[config.mk]
export PLATFORM = sky130hd
export DESIGN_NAME = mem_arbiter
export DESIGN_NICKNAME = d
export VERILOG_FILES = /design/src/rtl/mem_arbiter.sv
export SDC_FILE = /design/constraint.sdc
export NUM_CORES = 1
export LEC_CHECK = 0
export CORE_MARGIN = 3
export CORE_UTILIZATION = 30
export CTS_BUF_LIST = sky130_fd_sc_hd__clkbuf_8
export CTS_CLUSTER_SIZE = 40
export DETAILED_ROUTE_END_ITERATION = 8
export GPL_ROUTABILITY_DRIVEN = 0
export MAX_ROUTING_LAYER = met4
export SLEW_MARGIN = 20
export SYNTH_ARGS = -nofsm -noshare
export SYNTH_HDL_FRONTEND = slang
export SYNTH_SLANG_ARGS = --single-unit
export TNS_END_PERCENT = 1
[constraint.sdc]
create_clock -name clk_i -period 2.8 [get_ports clk_i]
set_input_delay 0.42 -clock clk_i [delete_from_list [all_inputs] [get_ports clk_i]]
set_output_delay 0.42 -clock clk_i [all_outputs]
set_load 0.01 [all_outputs]
[src/rtl/mem_arbiter.sv]
// ============================================================================
// mem_arbiter: two-requester round-robin arbiter in front of a single-port
// data memory (negedge write, negedge-registered read).
// Rev 1.0 - initial release
// ============================================================================
`default_nettype none

module mem_arbiter #(
    parameter int ADDR_W = 7,
    parameter int DATA_W = 8
) (
    input  logic              clk_i,
    input  logic              rst_n_i,
    input  logic              req_a_i,
    input  logic              we_a_i,
    input  logic [ADDR_W-1:0] addr_a_i,
    input  logic [DATA_W-1:0] wdata_a_i,
    input  logic              req_b_i,
    input  logic              we_b_i,
    input  logic [ADDR_W-1:0] addr_b_i,
    input  logic [DATA_W-1:0] wdata_b_i,
    output logic              gnt_a_o,
    output logic              gnt_b_o,
    output logic [DATA_W-1:0] rdata_a_o,
    output logic [DATA_W-1:0] rdata_b_o,
    output logic              rvalid_a_o,
    output logic              rvalid_b_o,
    output logic              mem_we_o,
    output logic [ADDR_W-1:0] mem_addr_o,
    output logic [DATA_W-1:0] mem_din_o,
    input  logic [DATA_W-1:0] mem_dout_i
);

    localparam logic OWNER_A = 1'b0;
    localparam logic OWNER_B = 1'b1;

    logic              gnt_a_q, gnt_b_q;
    logic              rvalid_a_q, rvalid_b_q;
    logic [DATA_W-1:0] rdata_a_q, rdata_b_q;
    logic              mem_we_q;
    logic [ADDR_W-1:0] mem_addr_q;
    logic [DATA_W-1:0] mem_din_q;
    logic              last_winner_q;
    logic              pend_valid_q;
    logic              pend_id_q;

    logic              elig_a_d, elig_b_d;
    logic              gnt_a_d, gnt_b_d;
    logic              sel_we_d;
    logic [ADDR_W-1:0] sel_addr_d;
    logic [DATA_W-1:0] sel_wdata_d;

    // A request just granted is not re-sampled, so a lone requester issues
    // at most every other cycle and never double-issues a held request.
    always_comb begin
        elig_a_d    = req_a_i && !gnt_a_q;
        elig_b_d    = req_b_i && !gnt_b_q;
        gnt_a_d     = elig_a_d && (!elig_b_d || (last_winner_q == OWNER_B));
        gnt_b_d     = elig_b_d && !gnt_a_d;
        sel_we_d    = gnt_a_d ? we_a_i    : we_b_i;
        sel_addr_d  = gnt_a_d ? addr_a_i  : addr_b_i;
        sel_wdata_d = gnt_a_d ? wdata_a_i : wdata_b_i;
    end

    // Async reset also drops mem_we before the falling edge, which is what
    // suppresses a write caught by reset in its issue cycle.
    always_ff @(posedge clk_i or negedge rst_n_i) begin
        if (!rst_n_i) begin
            gnt_a_q       <= 1'b0;
            gnt_b_q       <= 1'b0;
            rvalid_a_q    <= 1'b0;
            rvalid_b_q    <= 1'b0;
            rdata_a_q     <= '0;
            rdata_b_q     <= '0;
            mem_we_q      <= 1'b0;
            mem_addr_q    <= '0;
            mem_din_q     <= '0;
            last_winner_q <= OWNER_B;
            pend_valid_q  <= 1'b0;
            pend_id_q     <= OWNER_A;
        end else begin
            gnt_a_q <= gnt_a_d;
            gnt_b_q <= gnt_b_d;

            if (gnt_a_d || gnt_b_d) begin
                mem_we_q      <= sel_we_d;
                mem_addr_q    <= sel_addr_d;
                mem_din_q     <= sel_wdata_d;
                last_winner_q <= gnt_b_d;
                pend_valid_q  <= !sel_we_d;
                pend_id_q     <= gnt_b_d;
            end else begin
                mem_we_q     <= 1'b0;
                pend_valid_q <= 1'b0;
            end

            rvalid_a_q <= pend_valid_q && (pend_id_q == OWNER_A);
            rvalid_b_q <= pend_valid_q && (pend_id_q == OWNER_B);
            if (pend_valid_q && (pend_id_q == OWNER_A)) begin
                rdata_a_q <= mem_dout_i;
            end
            if (pend_valid_q && (pend_id_q == OWNER_B)) begin
                rdata_b_q <= mem_dout_i;
            end
        end
    end

    assign gnt_a_o    = gnt_a_q;
    assign gnt_b_o    = gnt_b_q;
    assign rdata_a_o  = rdata_a_q;
    assign rdata_b_o  = rdata_b_q;
    assign rvalid_a_o = rvalid_a_q;
    assign rvalid_b_o = rvalid_b_q;
    assign mem_we_o   = mem_we_q;
    assign mem_addr_o = mem_addr_q;
    assign mem_din_o  = mem_din_q;

endmodule

`default_nettype wire

==> results by group, run 1 <==
Clock network
  • H-tree levels: 2
  • Hold_buf cts: 0
  • Clock-pin transition on the worst setup and hold timing paths: 0.09 ns
  • Clock tree buffer depth: 2
  • CTS tree: yes
  • Cts repair resizes: 0
  • Root buf cell: clkbuf_8
  • Clock latency on the worst-skew pair: 0.29 ns
  • Clk sinks: 39
  • Post-CTS Setup Bufs: 0
  • Clock buffer count from CTS: 5

Setup path
  • Slowest CP cell: o21a_1
  • Crit Reg-Reg Endpoint: pend_valid_q
  • R2R cell count: 3
  • CP Capture Type: register
  • WP data arrival: 2.06 ns
  • CP required: 3.03 ns
  • CP startpoint: req_a_i
  • Worst-path fanout max: 19
  • R2r startpoint: gnt_a_o
  • R2r setup slk: 1.22 ns
  • CP max stage delay: 0.60 ns
  • WS Path Type: primary input to register
  • CP cell instances: clkdlybuf4s50_1 -> nor2b_4 -> o21a_1 -> o221a_2
  • Setup crit start kind: primary input

Timing
  • Layout Skew: 0.0103 ns
  • Hold_ws: 0.232 ns
  • Slew HR: 43.9%
  • Fin. max-slew vios: 0
  • Final setup viols: 0
  • Worst-margin pin slew: 0.842 ns
  • Final hold violation count: 0
  • Peak Freq: 546 MHz
  • RSZ-0062 raised after global routing: false
  • Period utilization: 65.4%
  • Setup TNS: 0 ns
  • Tmin final: 1.83 ns
  • Setup ws final: 0.968 ns

Logic synthesis
  • Post-Syn Area: 1620 sq um
  • Post-synthesis compound-gate area fraction: 13.1%
  • Synth warn: 0
  • Post-Synth Adder-Cell Area: 0%
  • Post-Synth XOR/XNOR Area: 0%
  • Synth area leader: dfrtp_1
  • Largest family of logic cells by synthesized area: compound AO/OA/AOI/OAI gates
  • Syn Area/Cell: 14.8 sq um
  • Mux cell area share after synthesis: 11.1%
  • Synth Instances: 109
  • Yosys cell types: 23
  • Largest cells by area after synthesis: dfrtp_1, mux2_2, nor3b_1
  • Simple-Gate Fraction of Synth Area: 10.5%
  • Top-area cell type share of the netlist area: 58.8%
  • Yosys reg bits: 39
  • Syn Nets: 153
  • Register area share after synthesis: 60.4%

Finish
  • Fillers: 439
  • Area Growth Syn to Fin: 58.6%
  • Most common library cell in the layout ignoring fill and taps: clkdlybuf4s50_1
  • Share of post-route cells with drive strength above 1: 22.2%
  • Ant. Diodes: 0
  • Nets: 232
  • Most frequent cells in the layout: clkdlybuf4s50_1, dfrtp_1, mux2_2, nor3b_1, a221o_2

Floorplan
  • Die X: 79.4 microns
  • Initial Util: 31.3%
  • Die Ht: 79.4 microns
  • Die footprint: 6310 sq um
  • # IOs: 80
  • # rows: 26
  • Core area: 5170 sq um

Pwr
  • Net Sw Power: 619 uW
  • Clk pwr share: 24.6%
  • LEAKAGE: 0.00104 uW
  • Internal Power: 1660 uW
  • Combinational Power Share: 37.2%
  • PwrDens: 888 nW/um^2
  • Worst VDD drop: 0.000332 V
  • Switching portion of total power: 27.2%
  • Sequential share of power: 38.2%

GRT
  • Gr ovfl total: 0
  • GRT Overall Usage: 14.5%
  • Antenna violations before repair: 0
  • First-pass GRT wire length: 6740 microns
  • Pin count of the biggest net entering global routing: 40
  • Vias in the first global route: 1408

Detailed routing
  • Starting DRC count in detailed routing: 31
  • Drt total wl: 4060 microns
  • Post-route DRC: 0
  • DRT Pass-1 Iters: 3
  • Drt wl/cell: 15.7 microns
  • DR vias/cell: 4.79
  • ANT nets after route: 0
  • DR vias: 1240

Min path
  • Hold crit path type: primary input to asynchronous set/reset pin

Run
  • Max cap viols: 0

Placement
  • Placement Setup Slack: 0.686 ns
  • IO buf count: 79
  • Final HPWL DP: 3020 microns

Run status
  • Status: finished clean
## flip-flops by register name, indices dropped and copies added (netlist names), 7 cells and up
| signal | flops |
|---|---|
| mem_addr_o | 7 |
| mem_din_o | 8 |
| rdata_a_o | 8 |
| rdata_b_o | 8 |
## worst max-delay path by stage
stage,to,depth (start not counted)
3_3_place_gp,pend_valid_q,4
6_report,pend_valid_q,4
5_1_grt,pend_valid_q,4
3_5_place_dp,pend_valid_q,4
4_1_cts,pend_valid_q,4
2_1_floorplan,mem_addr_o[0],5
## worst max-delay path: cells and delay by family
kind	cells	cell delay [ns]
simple gates	1	0.23
buf+inv	1	0.49
compound gates	2	0.92
## cell families (layout without fill, tap and decap cells)
| family | Yosys count | after routing |
|---|---|---|
| AO/OA/AOI/OAI | 21 | 21 |
| AND/OR/NAND/NOR | 23 | 23 |
| flip-flops | 39 | 39 |
| multiplexers | 16 | 16 |
| buffers and inverters | 10 | 90 |
## per-layer routing
layer	track usage, %	part of all wire, %	routed length [microns]	vias up
met5	-	0	0	-
met3	6.21	10	404	7
met1	16.5	40	1620	605
met2	23.4	49	1980	66
li1	-	-	-	562
met4	3.95	1.4	57	0
## power by group through the flow
| stage | combinational [uW] | clock [uW] | sequential (uW) |
|---|---|---|---|
| 2_1_floorplan | 290 | 0 | 954 |
| 3_3_place_gp | 843 | 0 | 867 |
| 3_5_place_dp | 866 | 0 | 879 |
| 4_1_cts | 865 | 571 | 873 |
| 5_1_grt | 909 | 602 | 897 |
| 6_report | 848 | 560 | 869 |
## cells in the mapped netlist
master and n:
buf_6 2, a221o_2 9, nor2b_4 1, nor2_1 3, nand2b_4 1, buf_4 3
buf_2 2, and2b_2 1, a22o_2 1, o221a_2 1, buf_8 1, nand2_1 1
inv_1 2, o211ai_1 1, o21a_1 1, nor3b_1 15, a221o_1 6, nor2b_1 1
a21oi_1 1, dfrtp_1 38, a21oi_2 1, mux2_2 16, dfstp_2 1
## final cells by class
| type | instances | area [sq um] | area share [%] |
|---|---|---|---|
| Multi-Input combinational cell | 60 | 562 | 21.9 |
| Tap cell | 70 | 87.6 | 3.42 |
| Sequential cell | 39 | 977 | 38.1 |
| Clock inverter | 3 | 67.6 | 2.64 |
| Clock buffer | 5 | 68.8 | 2.68 |
| Inverter | 2 | 7.51 | 0.293 |
| Timing Repair Buffer | 80 | 793 | 30.9 |
## stage by stage
step	utilization, %	total power (uW)	cell area [sq um]	instances
after floorplan	-	1240	1620	109
after global placement	46.9	1710	2430	251
after detailed placement	46.9	1750	2430	251
after CTS	49.6	2310	2560	259
after global routing	49.6	2410	2560	259
final	49.6	2280	2560	259
No activity file was read; power rests on OpenSTA's default activity.
==> inputs of run 2 (changes only) <==
==> constraint.sdc (replaced) <==
create_clock -name clk_i -period 1.8 [get_ports clk_i]
set_input_delay 0.27 -clock clk_i [delete_from_list [all_inputs] [get_ports clk_i]]
set_output_delay 0.27 -clock clk_i [all_outputs]
set_load 0.01 [all_outputs]
==> run 2 against run 1 <==
Against the previous run:
- critical path type is now register to primary output
- setup slack worse by 0.70 ns
- flip-flop and latch count stayed put
- hold slack worse by 0.14 ns
- critical path depth decreased by 3
- sequential share of layout area decreased by 0.46 points
- wire length is 2.7% lower
- cell count is 1.9% higher
- via count increased by 2.0%
==> results by group, run 2 (same netlist as run 1, synthesis figures left out) <==
Timing
  • Hold_ws: 0.0914 ns
  • Tmin final: 1.53 ns
  • Worst-margin pin slew: 0.849 ns
  • RSZ-0062 raised after global routing: false
  • Layout Skew: 0.00504 ns
  • Peak Freq: 653 MHz
  • Fin. max-slew vios: 0
  • Final hold violation count: 0
  • Period utilization: 85.1%
  • Final setup viols: 0
  • Slew HR: 43.4%
  • Setup TNS: 0 ns

Clock network
  • Clock-pin transition on the worst setup and hold timing paths: 0.07 ns
  • CTS tree: yes
  • H-tree levels: 2
  • Clock tree buffer depth: 2
  • Clk sinks: 39
  • Post-CTS Setup Bufs: 0
  • Clock latency on the worst-skew pair: 0.28 ns
  • Hold_buf cts: 0
  • Clock buffer count from CTS: 5
  • Cts repair resizes: 0
  • Root buf cell: clkbuf_8

Min path
  • Hold crit path type: primary input to asynchronous set/reset pin

GRT
  • Pin count of the biggest net entering global routing: 40
  • First-pass GRT wire length: 6490 microns
  • Vias in the first global route: 1413
  • Gr ovfl total: 0
  • Antenna violations before repair: 0
  • GRT Overall Usage: 13.9%

Finish
  • Share of post-route cells with drive strength above 1: 24.2%
  • Most frequent cells in the layout: clkdlybuf4s50_1, dfrtp_1, mux2_2, nor3b_1, a221o_2
  • Multi-input gate area: 562 sq um
  • Area Growth Syn to Fin: 60.5%
  • FF/Latch Area: 977 sq um
  • Nets: 237
  • Fin util: 50.2%
  • Ant. Diodes: 0
  • Most common library cell in the layout ignoring fill and taps: clkdlybuf4s50_1
  • Fillers: 446

Floorplan
  • Initial Util: 31.3%
  • # IOs: 80
  • Die Ht: 79.4 microns
  • Die footprint: 6310 sq um
  • Die X: 79.4 microns
  • Core area: 5170 sq um
  • # rows: 26

Run
  • Max cap viols: 0

Setup path
  • Worst-path fanout max: 2
  • Delay-heaviest family, CP: buffers and inverters
  • CP max stage delay: 0.58 ns
  • CP Capture Type: primary output
  • CP cell instances: clkdlybuf4s50_1
  • Slowest CP cell: clkdlybuf4s50_1
  • Setup crit start kind: register
  • WP data arrival: 1.26 ns
  • WS Path Type: register to primary output
  • CP required: 1.53 ns
  • Buf+Inv Stages, Crit Path: 1
  • R2r startpoint: gnt_b_o
  • CP startpoint: gnt_a_o

Detailed routing
  • DR vias: 1265
  • ANT nets after route: 0
  • Starting DRC count in detailed routing: 16
  • DRT Pass-1 Iters: 4
  • Drt total wl: 3950 microns
  • DR vias/cell: 4.79
  • Post-route DRC: 0
  • Drt wl/cell: 14.9 microns

Placement
  • Final HPWL DP: 2990 microns
  • IO buf count: 79

Pwr
  • Worst VDD drop: 0.000521 V
  • LEAKAGE: 0.00107 uW
  • PwrDens: 1320 nW/um^2

Run status
  • Status: finished clean
==> run 2: cell types whose count changed in the layout (fill, tap and decap cells not counted) <==
cell,change
clkbuf_8,+1
buf_4,+4
buf_12,+1
clkinv_2,+1
clkinvlp_4,-1
bufinv_16,-1
==> run 2: where the power goes <==
part,internal [uW],total (uW),leakage (uW),switching (uW)
Clock,448,741,0.0000612,293
Sequential,1180,1340,0.000470,159
Combinational,871,1350,0.000534,481
Total,2500,3440,0.00107,933
==> run 2: worst paths after layout <==
check	slack, ns	endpoint	cells past startpoint
max reg2reg	0.37	mem_addr_o[1]	4
min in group clk_i	0.51	rdata_b_o[6]	1
min reg2reg	0.51	rdata_b_o[6]	1
max	0.27	gnt_a_o	1
max in group asynchronous	1.17	rdata_a_o[7]	1
min	0.09	mem_addr_o[1]	1
==> run 2: stage by stage <==
| stage | worst slack, ns | instances | cell area [sq um] | total power [uW] |
|---|---|---|---|---|
| after floorplan | 0.375 | 109 | 1620 | 1930 |
| after global placement | 0.0652 | 256 | 2480 | 2690 |
| after detailed placement | 0.0201 | 256 | 2480 | 2740 |
| after CTS | 0.254 | 264 | 2590 | 3500 |
| after global routing | 0.210 | 264 | 2590 | 3640 |
| final | 0.268 | 264 | 2590 | 3440 |
==> run 2: cell type report <==
type	instances	share of cell area, %
sequential	39	37.7
timing repair buffer	85	32.5
multi-input combinational	60	21.6
tap	70	3.38
clock buffer	6	3.18
clock inverter	2	1.35
inverter	2	0.289
==> run 2: layer usage <==
layer / share of wire (%) / routed length (microns) / global-route usage, % / vias up
met2: 51 / 2000 / 23.5 / 68
met3: 8.3 / 327 / 5.42 / 5
met5: 0 / 0 / - / -
li1: - / - / - / 576
met1: 40 / 1580 / 15.2 / 616
met4: 0.96 / 38 / 4.12 / 0
==> inputs of run 3 (changes only) <==
--- a/config.mk
+++ b/config.mk
@@ -5,9 +5,11 @@
 export SDC_FILE = /design/constraint.sdc
 export NUM_CORES = 1
 export LEC_CHECK = 0
+export CAP_MARGIN = 40
 export CORE_MARGIN = 3
 export CORE_UTILIZATION = 30
 export CTS_BUF_LIST = sky130_fd_sc_hd__clkbuf_8
+export CTS_CLUSTER_DIAMETER = 150
 export CTS_CLUSTER_SIZE = 40
 export DETAILED_ROUTE_END_ITERATION = 8
 export GPL_ROUTABILITY_DRIVEN = 0
==> run 3 against run 2 <==
Against the previous run:
- register-to-register slack barely moved
- hold slack better by 0.29 ns
- largest power group unchanged
- non-clock buffer count up 2
- setup slack better by 0.0018 ns
- wire length about the same
- via count barely moved
- flip-flop and latch count did not move
- combinational power is essentially flat
- clock skew about the same
- critical endpoint unchanged
- highest routed layer unchanged
==> results by group, run 3 (same netlist as run 1, synthesis figures left out) <==
Detailed routing
  • DR vias: 1266
  • DRT Pass-1 Iters: 4
  • Post-route DRC: 0
  • DR vias/cell: 4.76
  • Starting DRC count in detailed routing: 16
  • ANT nets after route: 0
  • Drt wl/cell: 14.8 microns
  • Drt total wl: 3940 microns

Placement
  • Placement Setup Slack: 0.0201 ns
  • IO buf count: 79
  • Placed Instances: 256
  • Final HPWL DP: 2990 microns

Pwr
  • Switching portion of total power: 27.2%
  • Combinational Power Share: 39.4%
  • PwrDens: 1310 nW/um^2
  • Net Sw Power: 937 uW
  • Sequential share of power: 39.0%
  • LEAKAGE: 0.00108 uW
  • Final Power: 3450 uW
  • Worst VDD drop: 0.000522 V
  • Internal Power: 2510 uW
  • Clk pwr share: 21.6%

Finish
  • Final Non-Filler Cells: 266
  • Most common library cell in the layout ignoring fill and taps: clkdlybuf4s50_1
  • FF/Latch Area: 977 sq um
  • Fillers: 446
  • Multi-input gate area: 562 sq um
  • Ant. Diodes: 0
  • Nets: 239
  • Fin util: 50.7%
  • Share of post-route cells with drive strength above 1: 24.5%
  • Most frequent cells in the layout: clkdlybuf4s50_1, dfrtp_1, mux2_2, nor3b_1, a221o_2
  • Area Growth Syn to Fin: 62.4%

Setup path
  • WP data arrival: 1.26 ns
  • Slowest CP cell: clkdlybuf4s50_1
  • Setup crit start kind: register
  • CP required: 1.53 ns
  • WS Path Type: register to primary output
  • R2r setup slk: 0.37 ns
  • CP cell instances: clkdlybuf4s50_1
  • Buf+Inv Stages, Crit Path: 1
  • Delay-heaviest family, CP: buffers and inverters
  • CP Capture Type: primary output
  • Worst-path fanout max: 2
  • CP max stage delay: 0.58 ns

Floorplan
  • Core area: 5170 sq um
  • Die Ht: 79.4 microns
  • # IOs: 80
  • # rows: 26
  • Initial Util: 31.3%
  • Die X: 79.4 microns
  • Die footprint: 6310 sq um

Clock network
  • Clock-pin transition on the worst setup and hold timing paths: 0.08 ns
  • Cts repair resizes: 0
  • Clock latency on the worst-skew pair: 0.28 ns
  • Clk sinks: 39
  • Clock tree buffer depth: 2
  • CTS tree: yes
  • H-tree levels: 2
  • Clock buffer count from CTS: 5
  • Root buf cell: clkbuf_8

Run status
  • Status: finished clean

Min path
  • Hold crit path type: primary input to asynchronous set/reset pin

GRT
  • GRT Overall Usage: 13.9%
  • Antenna violations before repair: 0
  • First-pass GRT wire length: 6490 microns
  • Pin count of the biggest net entering global routing: 40
  • Gr ovfl total: 0
  • Vias in the first global route: 1413

Timing
  • Setup TNS: 0 ns
  • Layout Skew: 0.00524 ns
  • Slew HR: 74.7%
  • Worst-margin pin slew: 0.378 ns
  • Peak Freq: 653 MHz
  • Final hold violation count: 0
  • Final setup viols: 0
  • Fin. max-slew vios: 0
  • Period utilization: 85.0%
  • Tmin final: 1.53 ns
  • Setup ws final: 0.270 ns
  • RSZ-0062 raised after global routing: false

Run
  • Max cap viols: 0
-- run 3: cell count changes in the layout (fill, tap and decap cells not counted), sizes merged --
| cell | before | now |
|---|---|---|
| buf | 7 | 8 |
| dlygate4sd3 | 0 | 1 |
-- run 3: worst register-to-register path, stage by stage (launching register included) --
cell	delay, ns
dfrtp_1	0.40
nand2b_4	0.16
o21a_1	0.21
buf_12	0.16
a221o_2	0.38
-- run 3: repair_timing --
item / 4_1_cts / 5_1_grt
buffers inserted: 0 / 0
hold endpoints to repair: 0 / 10
hold buffers: 0 / 1
-- run 3: final cells by class --
type,instances,share of cell area [%]
clock buffer,6,3.15
clock inverter,2,1.33
inverter,2,0.286
multi-input combinational,60,21.4
sequential,39,37.2
tap,70,3.34
timing repair buffer,87,33.3
-- run 3: worst paths after layout --
| kind | start | to | cells after the start |
|---|---|---|---|
| max | gnt_a_o | gnt_a_o | 1 |
| min | rst_n_i | mem_addr_o[2] | 2 |
| max reg2reg | gnt_b_o | mem_addr_o[1] | 4 |
| min reg2reg | rdata_b_o[6] | rdata_b_o[6] | 1 |
| max in group asynchronous | rst_n_i | last_winner_q | 3 |
| min in group clk_i | rdata_b_o[6] | rdata_b_o[6] | 1 |
-- run 3: metal layers --
layer / vias to the layer above / part of all wire (%) / global-route usage [%]
met1: 616 / 41 / 15.2
li1: 581 / - / -
met5: - / 0 / -
met2: 64 / 50 / 23.5
met3: 5 / 8.1 / 5.42
met4: 0 / 0.96 / 4.12
-- run 3: metrics by stage --
step / area [sq um] / hold slack [ns]
2_1_floorplan: 1620 / -0.0256
3_3_place_gp: 2480 / 0.416
3_5_place_dp: 2480 / 0.439
4_1_cts: 2590 / 0.122
5_1_grt: 2630 / 0.401
6_report: 2630 / 0.384
-- run 3: power by group through the flow --
stage | clock (uW) | combinational, uW | sequential [uW]
2_1_floorplan | 0 | 451 | 1480
3_3_place_gp | 0 | 1340 | 1350
3_5_place_dp | 0 | 1370 | 1360
4_1_cts | 768 | 1380 | 1350
5_1_grt | 810 | 1440 | 1390
6_report | 744 | 1360 | 1340
